### config.mk
export PLATFORM = sky130hd
export DESIGN_NAME = rnd_num_gen
export DESIGN_NICKNAME = d
export VERILOG_FILES = /design/src/rtl/rnd_num_gen.sv
export SDC_FILE = /design/constraint.sdc
export NUM_CORES = 1
export LEC_CHECK = 0
export ABC_AREA = 1
export BUFFER_PORTS_ARGS = -buffer_cell sky130_fd_sc_hd__buf_2
export CAP_MARGIN = 10
export CELL_PAD_IN_SITES_DETAIL_PLACEMENT = 1
export CELL_PAD_IN_SITES_GLOBAL_PLACEMENT = 2
export CORE_MARGIN = 5
export CORE_UTILIZATION = 25
export DETAILED_ROUTE_END_ITERATION = 8
export GPL_TIMING_DRIVEN = 1
export PLACE_DENSITY = 0.73
export SLEW_MARGIN = 0
export SYNTH_ARGS = -nofsm -noshare
export SYNTH_HDL_FRONTEND = slang
export SYNTH_SLANG_ARGS = --single-unit
### constraint.sdc
create_clock -name clk_i -period 2.9 [get_ports clk_i]
set_input_delay 0.145 -clock clk_i [delete_from_list [all_inputs] [get_ports clk_i]]
set_output_delay 0.145 -clock clk_i [all_outputs]
set_load 0.01 [all_outputs]
### src/rtl/rnd_num_gen.sv
// Galois-LFSR random word source with a 2-entry prefetch FIFO and a req/gnt/rvalid
// consumer port; one word per cycle sustained once the FIFO is full.
module rnd_num_gen #(
    parameter logic [31:0] SEED_DEFAULT = 32'hACE1_2468,
    parameter logic [31:0] POLY         = 32'h8020_0003
) (
    input  logic        clk_i,
    input  logic        rst_ni,
    input  logic        seed_we_i,
    input  logic [31:0] seed_i,
    input  logic        rnd_num_req_i,
    output logic        rnd_num_gnt_o,
    output logic        rnd_num_rvalid_o,
    output logic [31:0] rnd_num_o,
    output logic [1:0]  level_o
);

    localparam int unsigned W     = 32;
    localparam int unsigned DEPTH = 2;

    typedef enum logic {
        FILL = 1'b0,
        FULL = 1'b1
    } state_e;

    state_e         state_q;
    logic [W-1:0]   lfsr_q;
    logic [W-1:0]   fifo_q [DEPTH];
    logic [1:0]     count_q;
    logic [W-1:0]   rnd_num_q;
    logic           rvalid_q;

    logic           gnt;
    logic           push;
    logic           wr_idx;
    logic [W-1:0]   lfsr_d;
    logic [W-1:0]   seed_sel;
    logic [1:0]     count_d;
    logic [W-1:0]   fifo_d [DEPTH];

    // Grant gated by reset so nothing is accepted while rst_ni is low.
    assign gnt      = rst_ni && rnd_num_req_i && (count_q != 2'd0) && !seed_we_i;
    assign push     = !seed_we_i && ((state_q == FILL) || gnt);
    assign lfsr_d   = lfsr_q[0] ? ((lfsr_q >> 1) ^ POLY) : (lfsr_q >> 1);
    assign seed_sel = (seed_i == 32'd0) ? SEED_DEFAULT : seed_i;
    assign wr_idx   = 1'(count_q - 2'(gnt));

    // Pop shifts the head out; the new word lands behind whatever remains.
    always_comb begin
        count_d = count_q;
        fifo_d  = fifo_q;
        if (push && !gnt) begin
            count_d = count_q + 2'd1;
        end else if (gnt && !push) begin
            count_d = count_q - 2'd1;
        end
        if (gnt) begin
            fifo_d[0] = fifo_q[1];
        end
        if (push) begin
            fifo_d[wr_idx] = lfsr_q;
        end
    end

    always_ff @(posedge clk_i) begin
        if (!rst_ni) begin
            state_q   <= FILL;
            lfsr_q    <= SEED_DEFAULT;
            count_q   <= 2'd0;
            fifo_q[0] <= '0;
            fifo_q[1] <= '0;
            rnd_num_q <= '0;
            rvalid_q  <= 1'b0;
        end else begin
            rvalid_q <= gnt;
            if (gnt) begin
                rnd_num_q <= fifo_q[0];
            end
            if (seed_we_i) begin
                lfsr_q  <= seed_sel;
                count_q <= 2'd0;
                state_q <= FILL;
            end else begin
                if (push) begin
                    lfsr_q <= lfsr_d;
                end
                count_q <= count_d;
                fifo_q  <= fifo_d;
                case (state_q)
                    FILL:    if (count_d == 2'd2) state_q <= FULL;
                    FULL:    if (count_d != 2'd2) state_q <= FILL;
                    default: state_q <= FILL;
                endcase
            end
        end
    end

    assign rnd_num_gnt_o    = gnt;
    assign rnd_num_rvalid_o = rvalid_q;
    assign rnd_num_o        = rnd_num_q;
    assign level_o          = count_q;

endmodule

==> flow_summary.yaml, run 1 <==
global_routing:
  use_met1_pct: 22.0
  grt_pass1_vias: 5474
  gr-total-overflow: 0
  grt_max_degree: 90
  grt_first_pass_wirelength_mm: 30.3
  antenna_found_initial: 0
  grt_use_met3_pct: 2.74
  grt_most_used_layer: "met1"
  use_met2_pct: 20.0
  grt.total_usage_pct: 14.3
logic_synthesis:
  ys_seq_elements: 132
  ys.flop_type: "dfxtp_1"
  synth_enable_flop_cells: 0
  yosys-top-cells-count: "264 x nand2_1, 152 x nor2_1, 132 x dfxtp_1"
  synthCells: 904
  postSynthAreaPerCell_sq_um: 6.59
  async_flop_share_pct: 0
  synth.largest_area_cell: "dfxtp_1"
  ys_types: 27
  syn_nets: 941
  synth.top_cell.area_share_pct: 44.4
  syn_area_sq_um: 5950
  synth_area_leaders: "dfxtp_1 44%, nand2_1 17%, nor2_1 9.6%, o21ai_0 7.3%, inv_1 6.2%"
  yosysSeqAreaShare_pct: 44.4
  ys.warnings.count: 0
  synth.most_common_cell: "nand2_1"
status:
  status: "finished, final reports clean"
clock_network:
  clkTransAtPathRegs_ns: 0.06
  cts_tree: "done"
  post_cts_buffers: 0
  hold_buffers: 0
  htree_levels: 4
  cts_buffers: 17
  cts_sinks: 132
  cts-resized-gates: 0
  clock_path_buffers: 2
  cts_root_buf: "clkbuf_16"
  insertion_delay_ns: 0.42
drt:
  drc: 0
  routed-via-count: 5432
  detail_route.wl_per_cell_um: 14.4
  avgViaCountPerCell: 4.23
  drt_first_pass_iters: 4
  drt_iter0_drc: 328
  routed_wl_mm: 18.5
  ant_nets: 0
setup_path:
  worstPathMaxFanout: 42
  arrival_ns: 2.35
  cp_slowest_cell: "inv_2"
  cp-end-kind: "output pin"
  slowest_delay_ns: 0.54
  path_cells: "inv_1 -> ha_1 -> nor2_4 -> nand2_8 -> inv_2 -> buf_2"
  worstSetupPathType: "flop to output pin"
  required_ns: 2.76
  startpoint_type: "flop"
timing:
  report.final.setup_viol: 0
  skew_ns: 0.00727
  tns_ns: 0
  min_period_over_period_pct: 86.1
  whs_ns: 0.0452
  max_freq_ghz: 0.401
  max_slew_margin_pct: 37.4
  grt_setup_unrepaired: "no"
  final.min_clock_period_ns: 2.50
  hold_viol: 0
  tightest_slew_ns: 0.938
  maxSlewViolCount: 0
  postLayoutSetupSlackWorst_ns: 0.404
run:
  drv_cap: 0
pwr:
  ir_drop_uv: 350
  power.leakage_uw: 0.00352
  total_power_uw: 4650
  p_per_area_nw_per_um2: 655
die:
  core_sq_um: 23500
  dieArea_sq_um: 27000
  die_w_um: 164
  std_cell_rows: 56
  io_pins: 72
  start_util_pct: 25.4
  die_h_um: 164
placement:
  place_hpwl_mm: 12.5
  portBuffers: 71
  pre_cts_ws_ns: 0.527
  gp_congestion: 0.776
  place_inst: 1252
layout:
  n_antenna_cell: 0
  drive_gt1_share_pct: 13.3
  fin_nets: 989
  area_delta_synth_final_pct: 19.2
  fin_cells: 1284
worst_hold_path:
  hp-class: "primary input to flop"
## logic make-up after synthesis
group           share of synthesized area (%)
simple gates                             32.2
buf+inv                                  11.3
compound gates                           11.7
flops                                    44.4
xor+xnor                                0.147
fa+ha+maj                               0.210
## cell usage in the layout (no fill, tap or decap), types with 2 or more instances in the layout
| cell type | count |
|---|---|
| a21oi_1 | 27 |
| and3_1 | 2 |
| buf_2 | 71 |
| buf_4 | 11 |
| bufinv_16 | 2 |
| clkbuf_1 | 2 |
| clkbuf_16 | 17 |
| clkbuf_8 | 4 |
| clkinv_2 | 5 |
| dfxtp_1 | 132 |
| inv_1 | 98 |
| inv_2 | 5 |
| nand2_1 | 264 |
| nand2_2 | 4 |
| nand3_1 | 47 |
| nand4_1 | 2 |
| nor2_1 | 152 |
| o21ai_0 | 87 |
| o21ai_1 | 21 |
## critical path: cells and delay by family (launching register included)
kind          cells  cell delay (ns)
fa+ha+maj         1             0.24
buf+inv           3             0.88
flops             1             0.36
simple gates      2             0.42
## area by class of cell
class	count	area (sq um)
inverter	104	393
clock buffer	23	488
sequential	132	2640
multi-input combinational	615	2640
fill	3009	16400
tap	319	399
clock inverter	9	101
timing repair buffer	82	438
## layer usage
metal,vias to the layer above,part of all wire [%]
met5,-,0
li1,2875,-
met2,92,38
met4,0,1.4
met3,17,3.9
met1,2448,56
## per-stage QoR
stage / cell area (sq um) / util [%]
finish: 7100 / 30.2
global route: 7100 / 30.2
global placement: 6510 / 27.7
floorplan: 5950 / -
CTS: 7100 / 30.2
detailed placement: 6510 / 27.7
## final timing paths
path | slack, ns | to | from | depth (start not counted)
worst max-delay path | 0.40 | rnd_num_gnt_o | level_o[0]$_SDFF_PP0_ | 6
worst min register to register | 0.46 | rnd_num_o[16]$_SDFFE_PN0N_ | rnd_num_o[16]$_SDFFE_PN0N_ | 2
worst min-delay path | 0.05 | lfsr_q[13]$_SDFFE_PN1P_ | seed_i[13] | 5
worst max register to register | 0.58 | fifo_q[57]$_SDFFE_PN0N_ | level_o[0]$_SDFF_PP0_ | 11
## report_power, final
| part | internal [uW] | total (uW) | leakage [uW] | switching [uW] |
|---|---|---|---|---|
| Combinational | 168 | 504 | 0.00214 | 336 |
| Clock | 1350 | 2160 | 0.000293 | 807 |
| Sequential | 1920 | 1990 | 0.00108 | 71.1 |
| Total | 3440 | 4650 | 0.00352 | 1210 |
Power figures use the tool's default switching activity.
==> run 2, diff against run 1 <==
ABC_AREA = 0   (was 1)
PLACE_DENSITY = 0.68   (was 0.73)
==> flow_summary.yaml, run 2 <==
drt:
  detail_route.wl_per_cell_um: 17.4
  routed_wl_mm: 17.4
  drc: 0
  drt_first_pass_iters: 4
  drt_iter0_drc: 233
  routed-via-count: 4884
  ant_nets: 0
  avgViaCountPerCell: 4.87
die:
  std_cell_rows: 55
  dieArea_sq_um: 25700
  die_w_um: 160
  die_h_um: 160
  core_sq_um: 22400
  io_pins: 72
  start_util_pct: 25.1
status:
  status: "finished, final reports clean"
timing:
  grt_setup_unrepaired: "no"
  tightest_slew_ns: 0.820
  final.min_clock_period_ns: 2.43
  hold_viol: 0
  report.final.setup_viol: 0
  max_freq_ghz: 0.411
  skew_ns: 0.00763
  min_period_over_period_pct: 83.9
  tns_ns: 0
  maxSlewViolCount: 0
  max_slew_margin_pct: 45.3
clock_network:
  clkTransAtPathRegs_ns: 0.06
  cts_buffers: 17
  post_cts_buffers: 0
  clock_path_buffers: 2
  hold_buffers: 6
  cts_root_buf: "clkbuf_16"
  cts-resized-gates: 0
  cts_sinks: 132
  cts_tree: "done"
  insertion_delay_ns: 0.42
  htree_levels: 4
logic_synthesis:
  synth-simple-area-share_pct: 17.7
  synth_area_leaders: "dfxtp_1 47%, mux2i_1 10%, nand2_1 8.7%, o21ai_0 7.6%, a221o_1 3.2%"
  syn_area_sq_um: 5640
  async_flop_share_pct: 0
  synth.most_common_cell: "dfxtp_1"
  ys.flop_type: "dfxtp_1"
  postSynthAreaPerCell_sq_um: 8.65
  synthAdderAreaFrac_pct: 0.222
  synthMuxAreaShare_pct: 10.9
  ys_seq_elements: 132
  synth_top_family_by_area: "compound AO/OA/AOI/OAI gates"
  ys.warnings.count: 0
  synth.top_cell.area_share_pct: 46.9
  synth-compound-area-share_pct: 17.7
  yosys-top-cells-count: "132 x dfxtp_1, 130 x nand2_1, 86 x o21ai_0"
  synth_enable_flop_cells: 0
  synth_xor_xnor_area_share_pct: 0.777
  synthCells: 652
  syn_nets: 689
  yosysSeqAreaShare_pct: 46.9
  ys_types: 44
  synth.largest_area_cell: "dfxtp_1"
layout:
  drive_gt1_share_pct: 17.6
  final_cell_area_sq_um: 6920
  nFillCells: 2627
  area_delta_synth_final_pct: 22.7
  multi_input_comb_area_sq_um: 2670
  fin_nets: 741
  mostFrequentLayoutCells: "132 x dfxtp_1, 130 x nand2_1, 86 x o21ai_0"
  final_common_cell: "dfxtp_1"
  final-seq-area_sq_um: 2640
  n_antenna_cell: 0
placement:
  gp_congestion: 0.823
  place_hpwl_mm: 12.1
  portBuffers: 71
  place_area_sq_um: 6210
pwr:
  p_per_area_nw_per_um2: 682
  pwr-share-clk_pct: 49.0
  swShare_pct: 24.9
  power_frac_comb_pct: 8.6
  p_int_uw: 3540
  power_frac_seq_pct: 42.4
  power.leakage_uw: 0.00285
  ir_drop_uv: 382
  switchingPower_uw: 1170
global_routing:
  grt_first_pass_wirelength_mm: 28.2
  antenna_found_initial: 0
  grt_pass1_vias: 5194
  gr-total-overflow: 0
  grt.total_usage_pct: 13.7
  grt_max_degree: 140
setup_path:
  arrival_ns: 2.29
  cp-end-kind: "output pin"
  reg2reg_depth: 9
  required_ns: 2.76
  r2r_start: "level_o[1]$_SDFF_PP0_"
  r2r_slack_ns: 0.56
  endpoint: "rnd_num_gnt_o"
  worstSetupPathType: "flop to output pin"
  setup.worst_path.start: "level_o[1]$_SDFF_PP0_"
  startpoint_type: "flop"
  worstPathMaxFanout: 95
worst_hold_path:
  hp-class: "primary input to flop"
run:
  drv_cap: 0
==> run 2: cell families after synthesis <==
| kind of cell | count (synthesis) |
|---|---|
| adder cells (fa/ha/maj) | 1 |
| flip-flops | 132 |
| multiplexers | 60 |
| AO/OA/AOI/OAI | 164 |
| AND/OR/NAND/NOR | 219 |
| buffers and inverters | 71 |
| XOR/XNOR | 5 |
==> run 2: power by group through the flow <==
| stage | Clock, uW | Combinational, uW | Sequential [uW] |
|---|---|---|---|
| 6_report | 2310 | 407 | 2000 |
| 5_1_grt | 2460 | 454 | 2010 |
| 4_1_cts | 2380 | 413 | 2000 |
| 3_5_place_dp | 0 | 405 | 2040 |
| 3_3_place_gp | 0 | 392 | 2040 |
| 2_1_floorplan | 0 | 285 | 2000 |
==> run 2: layout make-up <==
cell class,instances,share of cell area (%)
Tap cell,285,5.16
Sequential cell,132,38.2
Timing Repair Buffer,90,8.00
Multi-Input combinational cell,449,38.6
Inverter,14,0.760
Clock inverter,14,2.95
Clock buffer,18,6.35
==> run 2: worst min path at each step <==
stage | end | start | cells past startpoint
3_3_place_gp | lfsr_q[1]$_SDFFE_PN0P_ | seed_i[1] | 3
5_1_grt | lfsr_q[24]$_SDFFE_PN0P_ | seed_i[24] | 3
4_1_cts | lfsr_q[24]$_SDFFE_PN0P_ | seed_i[24] | 3
3_5_place_dp | lfsr_q[1]$_SDFFE_PN0P_ | seed_i[1] | 3
6_report | lfsr_q[24]$_SDFFE_PN0P_ | seed_i[24] | 3
2_1_floorplan | lfsr_q[1]$_SDFFE_PN0P_ | seed_i[1] | 2
==> run 2: through the flow <==
stage                     worst slack, ns  std cells  power (uW)  hold WS [ns]  util [%]
final                               0.466       1002        4720        0.0231      30.8
after global placement              0.687        964        2430         0.426      27.7
after CTS                           0.410       1002        4790       0.00295      30.8
after floorplan                     0.463        652        2280         0.284         -
after detailed placement            0.563        964        2450         0.438      27.7
after global routing                0.276       1002        4930        0.0285      30.8
==> run 2: metal layers <==
metal	wire length [um]	up-vias	GRT usage, %
li1	-	2407	-
met1	8740	2360	19.4
met2	7530	98	20.9
met3	865	19	3.33
met4	258	0	4.03
met5	0	-	0
==> run 2: critical path: stages, from the launching register on <==
cell     delay [ns]
dfxtp_1        0.37
inv_1          0.06
ha_1           0.18
and2b_1        0.47
nand2_4        0.12
inv_2          0.11
buf_12         0.30
buf_2          0.21
==> run 3, diff against run 2 <==
ABC_AREA = 1   (was 0)
PLACE_DENSITY = 0.75   (was 0.68)
clock period = 2 ns   (was 2.9 ns; I/O delays follow)
==> flow_summary.yaml, run 3 (synthesis results as in run 1) <==
die:
  io_pins: 72
  start_util_pct: 25.4
  die_h_um: 164
  core_sq_um: 23500
  dieArea_sq_um: 27000
  std_cell_rows: 56
  die_w_um: 164
drt:
  routed-via-count: 5514
  drt_iter0_drc: 274
  drt_first_pass_iters: 4
  avgViaCountPerCell: 4.24
  detail_route.wl_per_cell_um: 14.5
  routed_wl_mm: 18.9
  ant_nets: 0
  drc: 0
setup_path:
  worstSetupPathType: "flop to output pin"
  r2r-end: "fifo_q[61]$_SDFFE_PN0N_"
  required_ns: 1.90
  startpoint_type: "flop"
  cp_slowest_cell: "dfxtp_1"
  arrival_ns: 1.76
  path_cells: "inv_1 -> ha_2 -> nor2_4 -> nand2_8 -> buf_16 -> inv_4 -> buf_12 -> buf_2"
  r2r_slack_ns: 0.19
  slowest_delay_ns: 0.33
  r2r_start: "level_o[0]$_SDFF_PP0_"
  worstPathMaxFanout: 18
  cp-end-kind: "output pin"
  reg2reg_depth: 12
timing:
  grt_setup_unrepaired: "no"
  maxSlewViolCount: 0
  final.min_clock_period_ns: 1.86
  report.final.setup_viol: 0
  skew_ns: 0.00988
  tightest_slew_ns: 0.906
  tns_ns: 0
  max_slew_margin_pct: 39.6
  hold_viol: 0
  min_period_over_period_pct: 93.0
  max_freq_ghz: 0.538
placement:
  gp_congestion: 0.765
  place_hpwl_mm: 12.6
  place_inst: 1258
  portBuffers: 71
pwr:
  p_per_area_nw_per_um2: 892
  total_power_uw: 6620
  ir_drop_uv: 556
  power.leakage_uw: 0.00368
clock_network:
  clock_path_buffers: 2
  cts_root_buf: "clkbuf_16"
  cts_sinks: 132
  clkTransAtPathRegs_ns: 0.06
  cts_tree: "done"
  htree_levels: 4
  insertion_delay_ns: 0.42
  cts_buffers: 17
layout:
  area_delta_synth_final_pct: 24.6
  drive_gt1_share_pct: 14.5
  mostFrequentLayoutCells: "264 x nand2_1, 152 x nor2_1, 132 x dfxtp_1"
  fin_cells: 1299
  final_common_cell: "nand2_1"
  n_antenna_cell: 0
  fin_nets: 1005
global_routing:
  use_met2_pct: 20.5
  use_met1_pct: 22.0
  grt_max_degree: 90
  grt_use_met3_pct: 2.99
  grt.total_usage_pct: 14.5
  grt_pass1_vias: 5685
  antenna_found_initial: 0
  grt_most_used_layer: "met1"
  grt_first_pass_wirelength_mm: 30.9
  gr-total-overflow: 0
run:
  drv_cap: 0
worst_hold_path:
  hold_end: "lfsr_q[29]$_SDFFE_PN1P_"
  hold_depth: 5
  holdCritStartpoint: "seed_i[29]"
  hp-class: "primary input to flop"
status:
  status: "finished, final reports clean"
## run 3: critical path: cells and delay by family (launching register included)
kind,cells,cell delay (ns)
simple gates,2,0.26
buf+inv,5,0.54
fa+ha+maj,1,0.20
flops,1,0.33
## run 3: worst max path at each step
stage | from | to | slack, ns | depth (start not counted)
final | level_o[0]$_SDFF_PP0_ | rnd_num_gnt_o | 0.14 | 8
after global routing | level_o[0]$_SDFF_PP0_ | fifo_q[51]$_SDFFE_PN0N_ | 0.01 | 12
after CTS | level_o[0]$_SDFF_PP0_ | fifo_q[63]$_SDFFE_PN0N_ | 0.02 | 14
after detailed placement | level_o[0]$_SDFF_PP0_ | fifo_q[63]$_SDFFE_PN0N_ | 0.1 | 13
after global placement | level_o[0]$_SDFF_PP0_ | fifo_q[62]$_SDFFE_PN0N_ | 0.17 | 13
after floorplan | level_o[0]$_SDFF_PP0_ | fifo_q[32]$_SDFFE_PN0N_ | 0.26 | 11
## run 3: metrics by stage
stage	util [%]	instance area (sq um)	worst slack [ns]	hold WS [ns]
global placement	28.3	6650	0.166	0.423
floorplan	-	5950	0.263	0.285
global route	31.6	7420	0.0105	0.0268
CTS	31.3	7350	0.0162	0.0117
finish	31.6	7420	0.140	0.0232
detailed placement	28.3	6650	0.0977	0.421
## run 3: layout make-up
| cell class | instances | area, sq um |
|---|---|---|
| Fill cell | 2975 | 16100 |
| Inverter | 104 | 400 |
| Clock buffer | 22 | 474 |
| Multi-Input combinational cell | 615 | 2650 |
| Timing Repair Buffer | 98 | 776 |
| Clock inverter | 9 | 80.1 |
| Tap cell | 319 | 399 |
| Sequential cell | 132 | 2640 |
## run 3: repair_timing
action	in CTS	in global routing
setup buffers	2	2
cloned	3	1
endpoints found under the setup margin	1	54
pin swaps	1	3
hold buffers	2	0
resized for setup	1	13
endpoints found under the hold margin	2	0
## run 3: power by group
| group | switching [uW] | internal [uW] |
|---|---|---|
| Clock | 1150 | 1790 |
| Combinational | 495 | 291 |
| Sequential | 101 | 2780 |
## run 3: routing by layer
layer | up-vias | wire [um]
met5 | - | 0
met4 | 0 | 204
met1 | 2511 | 10600
met3 | 13 | 646
met2 | 85 | 7400
li1 | 2905 | -
